**config.mk**
```make
export PLATFORM = sky130hd
export DESIGN_NAME = id_stage_ctrl
export DESIGN_NICKNAME = d
export VERILOG_FILES = /design/src/rtl/id_stage_ctrl.sv
export SDC_FILE = /design/constraint.sdc
export NUM_CORES = 1
export LEC_CHECK = 0
export CELL_PAD_IN_SITES_DETAIL_PLACEMENT = 2
export CELL_PAD_IN_SITES_GLOBAL_PLACEMENT = 2
export CORE_MARGIN = 3
export CORE_UTILIZATION = 26
export CTS_CLUSTER_SIZE = 16
export DETAILED_ROUTE_END_ITERATION = 7
export PLACE_DENSITY_LB_ADDON = 0.2
export REMOVE_ABC_BUFFERS = 1
export SLEW_MARGIN = 20
export SYNTH_ARGS = -nofsm -noshare
export SYNTH_HDL_FRONTEND = slang
export SYNTH_SLANG_ARGS = --single-unit
```
**constraint.sdc**
```tcl
create_clock -name clk -period 3.4 [get_ports clk]
set_input_delay 0.34 -clock clk [delete_from_list [all_inputs] [get_ports clk]]
set_output_delay 0.34 -clock clk [all_outputs]
set_load 0.01 [all_outputs]
```
**src/rtl/id_stage_ctrl.sv**
```systemverilog
// SPARC decode stage: decodes the IF/ID word, resolves Bicc/CALL/JMPL, stalls IF on
// load-use hazards and registers the decoded fields into ID/EX.
module id_stage_ctrl #(
    parameter int STALL_CYCLES = 1,
    parameter bit DCTI_CHECK   = 1'b1
) (
    input  logic        clk,
    input  logic        R,
    input  logic [31:0] instr_in,
    input  logic [31:0] pc_in,
    input  logic [3:0]  icc,
    input  logic        ex_load,
    input  logic [4:0]  ex_rd,
    output logic [1:0]  pc_sel,
    output logic [31:0] ta,
    output logic        if_le,
    output logic        ch_clear,
    output logic        dcti_err,
    output logic        idex_valid,
    output logic [31:0] idex_pc,
    output logic [4:0]  idex_rs1,
    output logic [4:0]  idex_rs2,
    output logic [4:0]  idex_rd,
    output logic [31:0] idex_simm,
    output logic [5:0]  idex_op3,
    output logic        idex_use_imm,
    output logic        idex_load,
    output logic        idex_store,
    output logic        idex_we,
    output logic        dbg_state,
    output logic        dbg_ds_flag
);

    typedef enum logic {ST_RUN = 1'b0, ST_STALL = 1'b1} state_t;

    typedef struct packed {
        logic        valid;
        logic [31:0] pc;
        logic [4:0]  rs1;
        logic [4:0]  rs2;
        logic [4:0]  rd;
        logic [31:0] simm;
        logic [5:0]  op3;
        logic        use_imm;
        logic        load;
        logic        store;
        logic        we;
    } idex_t;

    // The hazard cycle itself is the first bubble; STALL supplies the remaining ones.
    localparam logic [1:0] LP_CNT_INIT = 2'((STALL_CYCLES > 1) ? (STALL_CYCLES - 2) : 0);

    state_t      r_state;
    state_t      w_state_nxt;
    logic [1:0]  r_cnt;
    logic [1:0]  w_cnt_nxt;
    logic        r_ds_flag;
    logic        r_dcti_err;
    idex_t       r_idex;
    idex_t       w_idex_nxt;

    logic [1:0]  w_op;
    logic [2:0]  w_op2;
    logic [5:0]  w_op3;
    logic [4:0]  w_rd_f;
    logic [4:0]  w_rs1_f;
    logic [4:0]  w_rs2_f;
    logic        w_i;
    logic        w_a;
    logic [3:0]  w_cond;

    logic        w_valid;
    logic        w_is_call;
    logic        w_is_bicc;
    logic        w_is_jmpl;
    logic        w_we;
    logic        w_load;
    logic        w_store;
    logic        w_use_imm;
    logic        w_use_rs1;
    logic        w_use_rs2;
    logic        w_use_rd;
    logic [4:0]  w_rd;
    logic [31:0] w_simm;

    logic        w_n, w_z, w_v, w_c;
    logic        w_base;
    logic        w_taken;
    logic [31:0] w_bicc_ta;
    logic [31:0] w_call_ta;

    logic        w_hazard;
    logic        w_cti;
    logic        w_dcti;
    logic        w_stall;
    logic        w_advance;
    logic        w_redirect_ok;
    logic        w_squash;
    logic        w_issue;
    logic        w_annul;
    logic [1:0]  w_pc_sel;

    assign w_op    = instr_in[31:30];
    assign w_op2   = instr_in[24:22];
    assign w_op3   = instr_in[24:19];
    assign w_rd_f  = instr_in[29:25];
    assign w_rs1_f = instr_in[18:14];
    assign w_rs2_f = instr_in[4:0];
    assign w_i     = instr_in[13];
    assign w_a     = instr_in[29];
    assign w_cond  = instr_in[28:25];

    always_comb begin
        w_valid   = 1'b0;
        w_is_call = 1'b0;
        w_is_bicc = 1'b0;
        w_is_jmpl = 1'b0;
        w_we      = 1'b0;
        w_load    = 1'b0;
        w_store   = 1'b0;
        w_use_imm = 1'b0;
        w_use_rs1 = 1'b0;
        w_use_rs2 = 1'b0;
        w_use_rd  = 1'b0;
        w_rd      = w_rd_f;
        w_simm    = {{19{instr_in[12]}}, instr_in[12:0]};
        case (w_op)
            2'b01: begin
                w_valid   = 1'b1;
                w_is_call = 1'b1;
                w_we      = 1'b1;
                w_rd      = 5'd15;
            end
            2'b00: begin
                if (w_op2 == 3'b010) begin
                    w_valid   = 1'b1;
                    w_is_bicc = 1'b1;
                end else if (w_op2 == 3'b100) begin
                    w_valid   = 1'b1;
                    w_we      = 1'b1;
                    w_use_imm = 1'b1;
                    w_simm    = {instr_in[21:0], 10'b0};
                end
            end
            2'b10: begin
                w_valid   = 1'b1;
                w_use_rs1 = 1'b1;
                w_use_rs2 = ~w_i;
                w_use_imm = w_i;
                if (w_op3 == 6'b111000) begin
                    w_is_jmpl = 1'b1;
                    w_we      = 1'b1;
                end else begin
                    w_we      = (w_rd_f != 5'd0);
                end
            end
            default: begin
                w_valid   = 1'b1;
                w_use_rs1 = 1'b1;
                w_use_rs2 = ~w_i;
                w_use_imm = w_i;
                if (w_op3[2]) begin
                    w_store  = 1'b1;
                    w_use_rd = 1'b1;
                end else begin
                    w_load   = 1'b1;
                    w_we     = 1'b1;
                end
            end
        endcase
    end

    assign {w_n, w_z, w_v, w_c} = icc;

    always_comb begin
        w_base = 1'b0;
        case (w_cond[2:0])
            3'b001:  w_base = w_z;
            3'b010:  w_base = w_z | (w_n ^ w_v);
            3'b011:  w_base = w_n ^ w_v;
            3'b100:  w_base = w_c | w_z;
            3'b101:  w_base = w_c;
            3'b110:  w_base = w_n;
            3'b111:  w_base = w_v;
            default: w_base = 1'b0;
        endcase
    end

    assign w_taken   = w_cond[3] ^ w_base;
    assign w_bicc_ta = pc_in + {{8{instr_in[21]}}, instr_in[21:0], 2'b00};
    assign w_call_ta = pc_in + {instr_in[29:0], 2'b00};

    assign w_hazard = ex_load && (ex_rd != 5'd0) &&
                      ((w_use_rs1 && (ex_rd == w_rs1_f)) ||
                       (w_use_rs2 && (ex_rd == w_rs2_f)) ||
                       (w_use_rd  && (ex_rd == w_rd_f)));

    assign w_cti  = w_is_call | w_is_bicc | w_is_jmpl;
    assign w_dcti = DCTI_CHECK && r_ds_flag && w_cti;

    always_comb begin
        w_state_nxt = r_state;
        w_cnt_nxt   = r_cnt;
        w_stall     = 1'b0;
        case (r_state)
            ST_RUN: begin
                if (w_hazard) begin
                    w_stall = 1'b1;
                    if (STALL_CYCLES > 1) begin
                        w_state_nxt = ST_STALL;
                        w_cnt_nxt   = LP_CNT_INIT;
                    end
                end
            end
            ST_STALL: begin
                w_stall = 1'b1;
                if (r_cnt == 2'd0) begin
                    w_state_nxt = ST_RUN;
                end else begin
                    w_cnt_nxt   = r_cnt - 2'd1;
                end
            end
            default: w_state_nxt = ST_RUN;
        endcase
    end

    // if_le is the ready back to IF: the IF/ID word is consumed on an edge only when
    // if_le=1, and idex_valid=1 marks a real instruction sitting in ID/EX.
    assign w_advance     = ~w_stall;
    assign w_redirect_ok = w_advance & ~w_dcti;
    assign w_squash      = w_advance & w_dcti;
    assign w_issue       = w_redirect_ok & w_valid;
    assign w_annul       = w_redirect_ok & w_is_bicc & w_a & (~w_taken | (w_cond == 4'b1000));

    always_comb begin
        w_pc_sel = 2'b00;
        if (w_redirect_ok) begin
            if (w_is_call || (w_is_bicc && w_taken)) begin
                w_pc_sel = 2'b01;
            end else if (w_is_jmpl) begin
                w_pc_sel = 2'b10;
            end
        end
    end

    assign pc_sel   = R ? w_pc_sel : 2'b00;
    assign if_le    = R & w_advance;
    assign ch_clear = R & w_annul;
    assign ta       = !R        ? 32'h0 :
                      w_is_call ? w_call_ta :
                      w_is_bicc ? w_bicc_ta : 32'h0;

    assign w_idex_nxt = {1'b1, pc_in, w_rs1_f, w_rs2_f, w_rd, w_simm, w_op3,
                         w_use_imm, w_load, w_store, w_we};

    always_ff @(posedge clk or negedge R) begin
        if (!R) begin
            r_state <= ST_RUN;
            r_cnt   <= 2'd0;
        end else begin
            r_state <= w_state_nxt;
            r_cnt   <= w_cnt_nxt;
        end
    end

    // An annulled slot never executes, so it is not treated as a delay slot.
    always_ff @(posedge clk or negedge R) begin
        if (!R) begin
            r_ds_flag  <= 1'b0;
            r_dcti_err <= 1'b0;
            r_idex     <= '0;
        end else begin
            if (w_advance) begin
                r_ds_flag <= w_cti & ~w_dcti & ~w_annul;
            end
            if (w_squash) begin
                r_dcti_err <= 1'b1;
            end
            if (w_issue) begin
                r_idex <= w_idex_nxt;
            end else begin
                r_idex <= '0;
            end
        end
    end

    assign dcti_err     = r_dcti_err;
    assign idex_valid   = r_idex.valid;
    assign idex_pc      = r_idex.pc;
    assign idex_rs1     = r_idex.rs1;
    assign idex_rs2     = r_idex.rs2;
    assign idex_rd      = r_idex.rd;
    assign idex_simm    = r_idex.simm;
    assign idex_op3     = r_idex.op3;
    assign idex_use_imm = r_idex.use_imm;
    assign idex_load    = r_idex.load;
    assign idex_store   = r_idex.store;
    assign idex_we      = r_idex.we;
    assign dbg_state    = (r_state == ST_STALL);
    assign dbg_ds_flag  = r_ds_flag;

endmodule
```
; Yosys cells after proc, flatten, opt, wreduce, memory -nomap -nowiden
; Index checks and enable logic that the tools add are counted.
[totals]
mem_count = 0
input_bits = 76
latchBits = 0
mem_bits_ro = 0
word_cells = 110
output_inout_bits = 129
ramBits = 0
ff_bits = 95
[op_classes]
n_bitwise = 24
n_mux = 35
n_shift = 0
n_addsub = 3
multipliers = 0
n_div = 0
n_lt_le_gt_ge = 0
reduce_logical = 17
n_eq_ne = 16
[op_table]
columns = operator, count
row1 = $mux W32, 6
row2 = $mux W90, 1
row3 = $add A32 B32 Y32, 2
row4 = $mux W1, 19
row5 = $eq A3 B3 Y1 const B, 5
row6 = $eq A5 B5 Y1, 3
row7 = $and A1 B1 Y1, 10
row8 = $reduce_bool A5 Y1, 2
row9 = $eq A3 B2 Y1 const B, 3
row10 = $mux W2, 4
row11 = $logic_and A1 B1 Y1, 7
row12 = $not A1 Y1, 7
row13 = $pmux W1 S7, 1
row14 = $eq A6 B6 Y1 const B, 1
row15 = $mux W5, 1
row16 = $or A1 B1 Y1, 5
row17 = $eq A4 B4 Y1 const B, 1
row18 = $logic_not A2 Y1, 2
row19 = $pmux W1 S2, 2
row20 = $eq A3 B1 Y1 const B, 1
row21 = $logic_or A1 B1 Y1, 3
row22 = $pmux W1 S3, 1
row23 = $reduce_or A3 Y1, 1
row24 = $eq A2 B1 Y1 const B, 1
row25 = other kinds (5), 6

; Longest topological paths before layout
; Gate-level depths: netlist of run 1.
[depth]
word_depth = 16
depth_mapped = 12
mapped_depth_nobuf = 12

; Least setup slack after synthesis of run 1
; Ideal clock, no wire load.
[synth_timing]
path_type = input -> output
from = input port instr_in[4]
to = output port ta[30]
arrival_ns = 2.706
slack_ns = 0.354
required_ns = 3.060
cell_stages = 10
cell_sequence = ha_1 -> a21o_1 -> a21oi_2 -> a31oi_1 -> a211o_1 -> a2111o_1 -> a41o_1 -> a311oi_2 -> xor2_1 -> o22ai_1
[synth_via]
elab_chain_cells = 4
word_cells_on_any_way = 5
classes_between = add/sub: 2 / mux: 3
[synth_rtl]
columns = element, line_no
row1 = start: declaration, 9  ; input logic [31:0] instr_in,
row2 = $add A32 B32 Y32, 190  ; assign w_bicc_ta = pc_in + {{8{instr_in[21]}}, instr_in[21:0], 2'b00};
row3 = $mux W32, 251  ; w_is_bicc ? w_bicc_ta : 32'h0;
row4 = $mux W32 *, 250  ; w_is_call ? w_call_ta :
row5 = $mux W32 *, 249  ; assign ta = !R ? 32'h0 :
row6 = end: declaration, 15  ; output logic [31:0] ta,
; Mark *: on every way between the ends. The rest lies on a longest branch, timed or not.

; Worst setup path in the final report of run 1
[layout_timing]
from = input port instr_in[0]
to = output port ta[30]
; The elaborated chain is that of the path after synthesis.

==> flow_summary_export.csv, run 1 <==
group,metric,value,unit
logic_synthesis,synth_edf_count,0,
route,postRouteAntennaNets,0,
sta,relSlewSlack,46.2,%
power_and_ir_drop,ir_drop,211,uV
global_routing,antenna_found_initial,0,
clocking,clk_pin_slew,0.08,ns
hold_path,holdCritPathClass,"input port to register",
worst_setup_path,crit_type,"input port to output pin",
sta,rsz0062_at_grt,"true",
logic_synthesis,synth_seq_cells,95,
place,gp_congestion,0.839,
worst_setup_path,critPathLaunchType,"input port",
floorplanning,coreArea,0.0212,sq mm
sta,skew,0.00976,ns
clocking,insertion_delay,0.36,ns
worst_setup_path,worstPathArrival,3.04,ns
logic_synthesis,ys_types,61,
logic_synthesis,synth.yosys.warnings,0,
worst_setup_path,critPathLaunch,"instr_in[0]",
clocking,cts_buffer_depth,2,
route,vias,6148,
place,placedCellCount,1212,
power_and_ir_drop,power_density,371,mW/mm^2
clocking,htreeDepth,3,
worst_setup_path,cp.buffers_inverters,3,
logic_synthesis,synthCells,623,
place,dpl.hpwl,21300,microns
place,dp_slack,-0.864,ns
floorplanning,dieHeight,154,microns
floorplanning,die_area,0.0236,sq mm
route,avgRoutedWirePerCell,22.9,microns
clocking,numCtsBuffers,9,
hold_path,hold_depth,2,
floorplanning,die_w,154,microns
finish,drive_gt1_share,27.5,%
sta,final.setup.worst_slack,0.0213,ns
worst_setup_path,required,3.06,ns
floorplanning,ios,205,
sta,hold_violations,0,
worst_setup_path,crit_path_top_delay_cell,"a2111o_1",
hold_path,hold_path_startpoint,"pc_in[2]",
worst_setup_path,r2r-start,"dbg_state",
global_routing,grt_max_degree,53,
route,drt_iter0_drc,239,
floorplanning,start_util,26.7,%
route,post-route-drc-count,0,
place,port_buffers,204,
sta,worst_pin_slew,0.807,ns
logic_synthesis,async_reset_ff_share,100,%
flow_run,cap_violations,0,
logic_synthesis,yosys.area.top_type,"dfrtp_1",
worst_setup_path,cp_top_family,"compound AO/OA/AOI/OAI gates",
finish,fillers,2253,
worst_setup_path,crit_path_end_kind,"output pin",
worst_setup_path,worstPathCellList,"buf_8, ha_4, inv_2, fa_2, nor2b_4, o2111ai_4, a31oi_4, a211o_1, a2111o_1, a41o_1, a311oi_2, xor2_1, o22ai_1, buf_2",
logic_synthesis,syn_area,0.00567,sq mm
global_routing,grt_overflow_total,0,
place,detailed_place.area,0.00902,sq mm
finish,final_cells,1243,
route,first_pass_iters,4,
clocking,cts.sink_count,95,
power_and_ir_drop,power,3690,uW
finish,finish.instance_area,0.00995,sq mm
finish,seq_area,0.00238,sq mm
worst_setup_path,cp.depth,14,
worst_setup_path,cp_max_fo,2,
sta,setup_tns,0,ns
sta,fin_crit_sh,99.4,%
sta,fmax,296,MHz
logic_synthesis,synth_area_per_cell,9.10,sq um
route,via_per_inst,4.95,
worst_setup_path,r2r_cells,5,
logic_synthesis,synth.yosys.seq_area_share,42.0,%
sta,final-setup-viol-count,0,
global_routing,grt_pass1_vias,7194,
power_and_ir_drop,cellLeakagePower,0.00440,uW
logic_synthesis,synth_top_cell_area_share,42.0,%
run_status,status,"finished, final reports clean",
route,routed_wl,28500,microns
logic_synthesis,synth_flop_cell,"dfrtp_1",
finish,area_growth_syn_to_layout,75.7,%
logic_synthesis,yosys-top-cells-area,"dfrtp_1 (42%), ha_1 (8.2%), and2_1 (6.3%)",
sta,maxSlewViolCount,0,
clocking,cts_tree,"yes",
worst_setup_path,slowest_delay,0.42,ns
floorplanning,rows,53,
global_routing,grt_use_total,23.4,%
clocking,cts_root_buf,"clkbuf_16",
global_routing,grt_pass1_wl,43300,microns
sta,finalCriticalPeriod,3.38,ns
finish,final_nets,1076,
finish,multi_input_area,0.00372,sq mm
synthesized netlist by cell type (all sizes together), types with 3 or more instances:
cell type,n
nand3,16
a21boi,3
ha,37
nor3,13
and3,4
nand2b,10
and2,57
nor2,68
nor2b,7
mux2i,5
inv,12
a21oi,62
a311oi,3
clkbuf,27
or3,3
nor3b,5
o21a,3
o21bai,3
xnor2,26
o21ai,28
o22ai,7
a211oi,4
xor2,21
nand2,47
a21o,17
o211ai,4
a31oi,3
dfrtp,95
what timing repair did:
item                                    CTS  global route
hold buffers                              1             0
hold endpoints to repair                 16             0
setup buffers                             8             5
endpoints found under the setup margin   20            15
pin swaps                                33            30
gates resized for setup                 132            61
registers in the layout, summed over array words and instances, names as in the netlist, 2 cells and up:
signal,count
idex_op3,6
idex_rd,5
r_cnt,2
idex_rs1,5
idex_simm,32
idex_rs2,5
idex_pc,32
logic make-up after synthesis:
| logic type | Yosys count | synth area share [%] |
|---|---|---|
| buffers and inverters | 41 | 2.72 |
| flip-flops | 95 | 42.0 |
| AND/OR/NAND/NOR | 241 | 21.3 |
| AO/OA/AOI/OAI | 155 | 17.2 |
| XOR/XNOR | 47 | 7.26 |
| multiplexers | 6 | 1.08 |
| adder cells (fa/ha/maj) | 38 | 8.52 |
through the flow:
step           util [%]  hold slack, ns
6_report           46.9           0.225
3_5_place_dp       42.5           0.288
2_1_floorplan         -          0.0444
5_1_grt            46.9           0.232
4_1_cts            45.9           0.242
3_3_place_gp       42.5           0.281
power breakdown:
part	internal (uW)	switching, uW
registers	1220	33.8
logic	707	698
clock network	543	488
layout make-up:
| type | count | share of cell area, % |
|---|---|---|
| multi-input cells | 487 | 37.3 |
| diodes | 1 | 0.0251 |
| inverters | 12 | 0.452 |
| well taps | 275 | 3.46 |
| repair buffers | 357 | 31.9 |
| clock inverters | 5 | 0.390 |
| clock buffers | 11 | 2.54 |
| flip-flops and latches | 95 | 23.9 |
worst paths after layout:
path	slack, ns	endpoint
worst max register to register	1.59	idex_simm[0]
max in group asynchronous	1.89	idex_simm[28]
min in group asynchronous	0.46	idex_op3[3]
worst min register to register	0.47	r_cnt[0]
worst max-delay path	0.02	ta[30]
worst min-delay path	0.23	idex_pc[2]
layer usage:
layer | vias to the layer above | GRT usage, % | part of all wire (%)
li1 | 2838 | - | -
met1 | 3128 | 28.7 | 42
met2 | 143 | 43.1 | 52
met3 | 39 | 2.79 | 3.1
met4 | 0 | 6.94 | 2.6
met5 | - | 0 | 0
cells in the final DEF (no fill, tap or decap), types with 9 or more instances in the layout:
cell / n
clkdlybuf4s50_1: 157
o21ai_0: 13
a21oi_2: 17
nand3_1: 12
xor2_1: 21
nand2b_1: 10
and2_1: 56
nand2_1: 45
buf_4: 149
ha_1: 18
nor3_1: 10
a21o_1: 17
a21oi_1: 42
ha_4: 17
xnor2_1: 25
clkbuf_16: 9
nor2_1: 64
dlygate4sd2_1: 22
dfrtp_1: 95
worst register-to-register path, cell delays in order, from the launching register on:
cell,delay [ns]
dfrtp_1,0.41
nor2_1,0.16
buf_4,0.17
nand3_2,0.13
nor2_1,0.65
and2_1,0.23
Power figures use the tool's default switching activity.
==> run 2, diff against run 1 <==
--- a/config.mk
+++ b/config.mk
@@ -8,12 +8,13 @@
 export CELL_PAD_IN_SITES_DETAIL_PLACEMENT = 2
 export CELL_PAD_IN_SITES_GLOBAL_PLACEMENT = 2
 export CORE_MARGIN = 3
-export CORE_UTILIZATION = 26
+export CORE_UTILIZATION = 28
 export CTS_CLUSTER_SIZE = 16
 export DETAILED_ROUTE_END_ITERATION = 7
-export PLACE_DENSITY_LB_ADDON = 0.2
+export PLACE_DENSITY_LB_ADDON = 0.3
 export REMOVE_ABC_BUFFERS = 1
 export SLEW_MARGIN = 20
 export SYNTH_ARGS = -nofsm -noshare
 export SYNTH_HDL_FRONTEND = slang
 export SYNTH_SLANG_ARGS = --single-unit
+export TNS_END_PERCENT = 50
==> constraint.sdc (replaced) <==
create_clock -name clk -period 3.9 [get_ports clk]
set_input_delay 0.39 -clock clk [delete_from_list [all_inputs] [get_ports clk]]
set_output_delay 0.39 -clock clk [all_outputs]
set_load 0.01 [all_outputs]
==> flow_summary_export.csv, run 2 (synthesis results as in run 1) <==
group,metric,value,unit
run_status,status,"finished, violations left",
run_status,violations,"setup timing",
sta,finalCriticalPeriod,3.97,ns
worst_setup_path,cpMostUsedCell,"buf_4",
global_routing,grt_use_met1,30.0,%
global_routing,grtUsageMet2,46.3,%
worst_setup_path,required,3.51,ns
clocking,cts_buffer_depth,2,
floorplanning,die_area,0.0220,sq mm
sta,maxSlewViolCount,0,
hold_path,holdCritPathClass,"input port to register",
worst_setup_path,cp_max_fo,2,
sta,relSlewSlack,35.7,%
clocking,cts_root_buf,"clkbuf_16",
route,drt_iter0_drc,239,
sta,final.setup.worst_slack,-0.0730,ns
finish,final_nets,1029,
route,vias,6041,
finish,final_cell_mix,"clkdlybuf4s50_1 (188), buf_4 (104), dfrtp_1 (95), nor2_1 (68), and2_1 (57)",
sta,fmax,252,MHz
flow_run,cap_violations,0,
finish,drive_gt1_share,18.0,%
place,port_buffers,204,
sta,hold_violations,0,
place,placedCellCount,1163,
route,via_per_inst,5.10,
route,postRouteAntennaNets,0,
sta,final-setup-viol-count,1,
worst_setup_path,slowest_delay,0.45,ns
power_and_ir_drop,ir_drop,208,uV
floorplanning,rows,51,
route,first_pass_iters,4,
floorplanning,ios,205,
floorplanning,die_w,148,microns
sta,whs,0.315,ns
finish,final_cells,1184,
finish,insertedDiodeCount,0,
route,avgRoutedWirePerCell,22.9,microns
clocking,numCtsBuffers,9,
place,gp_congestion,0.822,
worst_setup_path,crit_type,"input port to output pin",
floorplanning,start_util,28.8,%
global_routing,use_met3,2.41,%
global_routing,top_usage_layer,"met2",
place,dpl.hpwl,20900,microns
global_routing,grt_pass1_vias,6975,
clocking,insertion_delay,0.35,ns
global_routing,grt_pass1_wl,42000,microns
global_routing,grt_overflow_total,0,
clocking,cts.sink_count,95,
finish,layout_commonest_cell,"clkdlybuf4s50_1",
sta,worst_pin_slew,0.965,ns
sta,fin_crit_sh,102,%
floorplanning,coreArea,0.0197,sq mm
finish,area_growth_syn_to_layout,62.7,%
sta,rsz0062_at_grt,"true",
route,post-route-drc-count,0,
worst_setup_path,worstPathCellList,"clkdlybuf4s50_1, ha_2, inv_2, fa_2, nor2b_4, o2111ai_4, a31oi_4, a211o_1, a2111o_1, a41o_1, buf_4, buf_4, xnor2_1, o22ai_1, buf_2",
power_and_ir_drop,cellLeakagePower,0.00409,uW
power_and_ir_drop,power_density,340,mW/mm^2
worst_setup_path,crit_path_end_kind,"output pin",
clocking,clk_pin_slew,0.07,ns
floorplanning,dieHeight,148,microns
worst_setup_path,crit_path_top_delay_cell,"clkdlybuf4s50_1",
worst_setup_path,worstPathArrival,3.58,ns
global_routing,antenna_found_initial,0,
clocking,cts_tree,"yes",
route,routed_wl,27100,microns
global_routing,grt_use_total,24.6,%
worst_setup_path,critPathLaunchType,"input port",
global_routing,grt_max_degree,47,
sta,skew,0.00608,ns
clocking,htreeDepth,3,
run 2: worst max-delay path, delay by kind of cell:
| kind | cells | cell delay (ns) |
|---|---|---|
| adders and majority gates | 2 | 0.45 |
| AOI/OAI and AO/OA | 6 | 1.61 |
| xor gates and xnor gates | 1 | 0.12 |
| buffers and inverters | 5 | 0.95 |
| and+or+nand+nor | 1 | 0.06 |
run 2: worst paths after layout:
kind / from / end / slack [ns] / depth (start not counted)
max in group asynchronous: R / idex_op3[1] / 2.15 / 3
worst max register to register: dbg_state / idex_simm[3] / 1.69 / 4
worst min register to register: r_cnt[0] / r_cnt[0] / 0.48 / 1
min in group asynchronous: R / idex_rs1[4] / 0.52 / 2
worst min-delay path: pc_in[2] / idex_pc[2] / 0.32 / 2
worst max-delay path: instr_in[0] / ta[26] / -0.07 / 15
run 2: stage by stage:
stage / TNS [ns] / cell area, sq um / power, uW / setup slack (ns) / util, %
after floorplan: 0 / 5560 / 1540 / 0.754 / -
after global placement: -2.36 / 8700 / 2120 / -0.428 / 44.3
after detailed placement: -3.44 / 8700 / 2170 / -0.428 / 44.3
after CTS: -0.229 / 9180 / 3150 / -0.182 / 46.7
after global routing: -0.409 / 9220 / 3280 / -0.184 / 46.9
final: -0.0730 / 9220 / 3130 / -0.0730 / 46.9
run 2: per-layer routing:
layer,share of wire [%],up-vias
met5,0,-
met4,1.8,0
met3,3.2,34
met2,53,161
met1,42,3099
li1,-,2747
run 2: what timing repair did:
item	4_1_cts	5_1_grt
endpoints found under the setup margin	13	9
resized for setup	47	20
hold buffers	2	0
gates cloned	0	0
endpoints found under the hold margin	7	0
pin swaps	6	13
setup buffers	2	2
run 2: final cells by class:
type	count	area (sq um)
Tap cell	265	332
Sequential cell	95	2380
Clock inverter	6	70.1
Timing Repair Buffer	310	2840
Clock buffer	9	225
Inverter	12	45.0
Multi-Input combinational cell	487	3330
Fill cell	2147	10400
run 2: report_power, final:
group | total, uW | internal (uW) | switching (uW)
Clock | 935 | 501 | 434
Sequential | 1100 | 1070 | 30.4
Combinational | 1100 | 545 | 555
Total | 3130 | 2110 | 1020
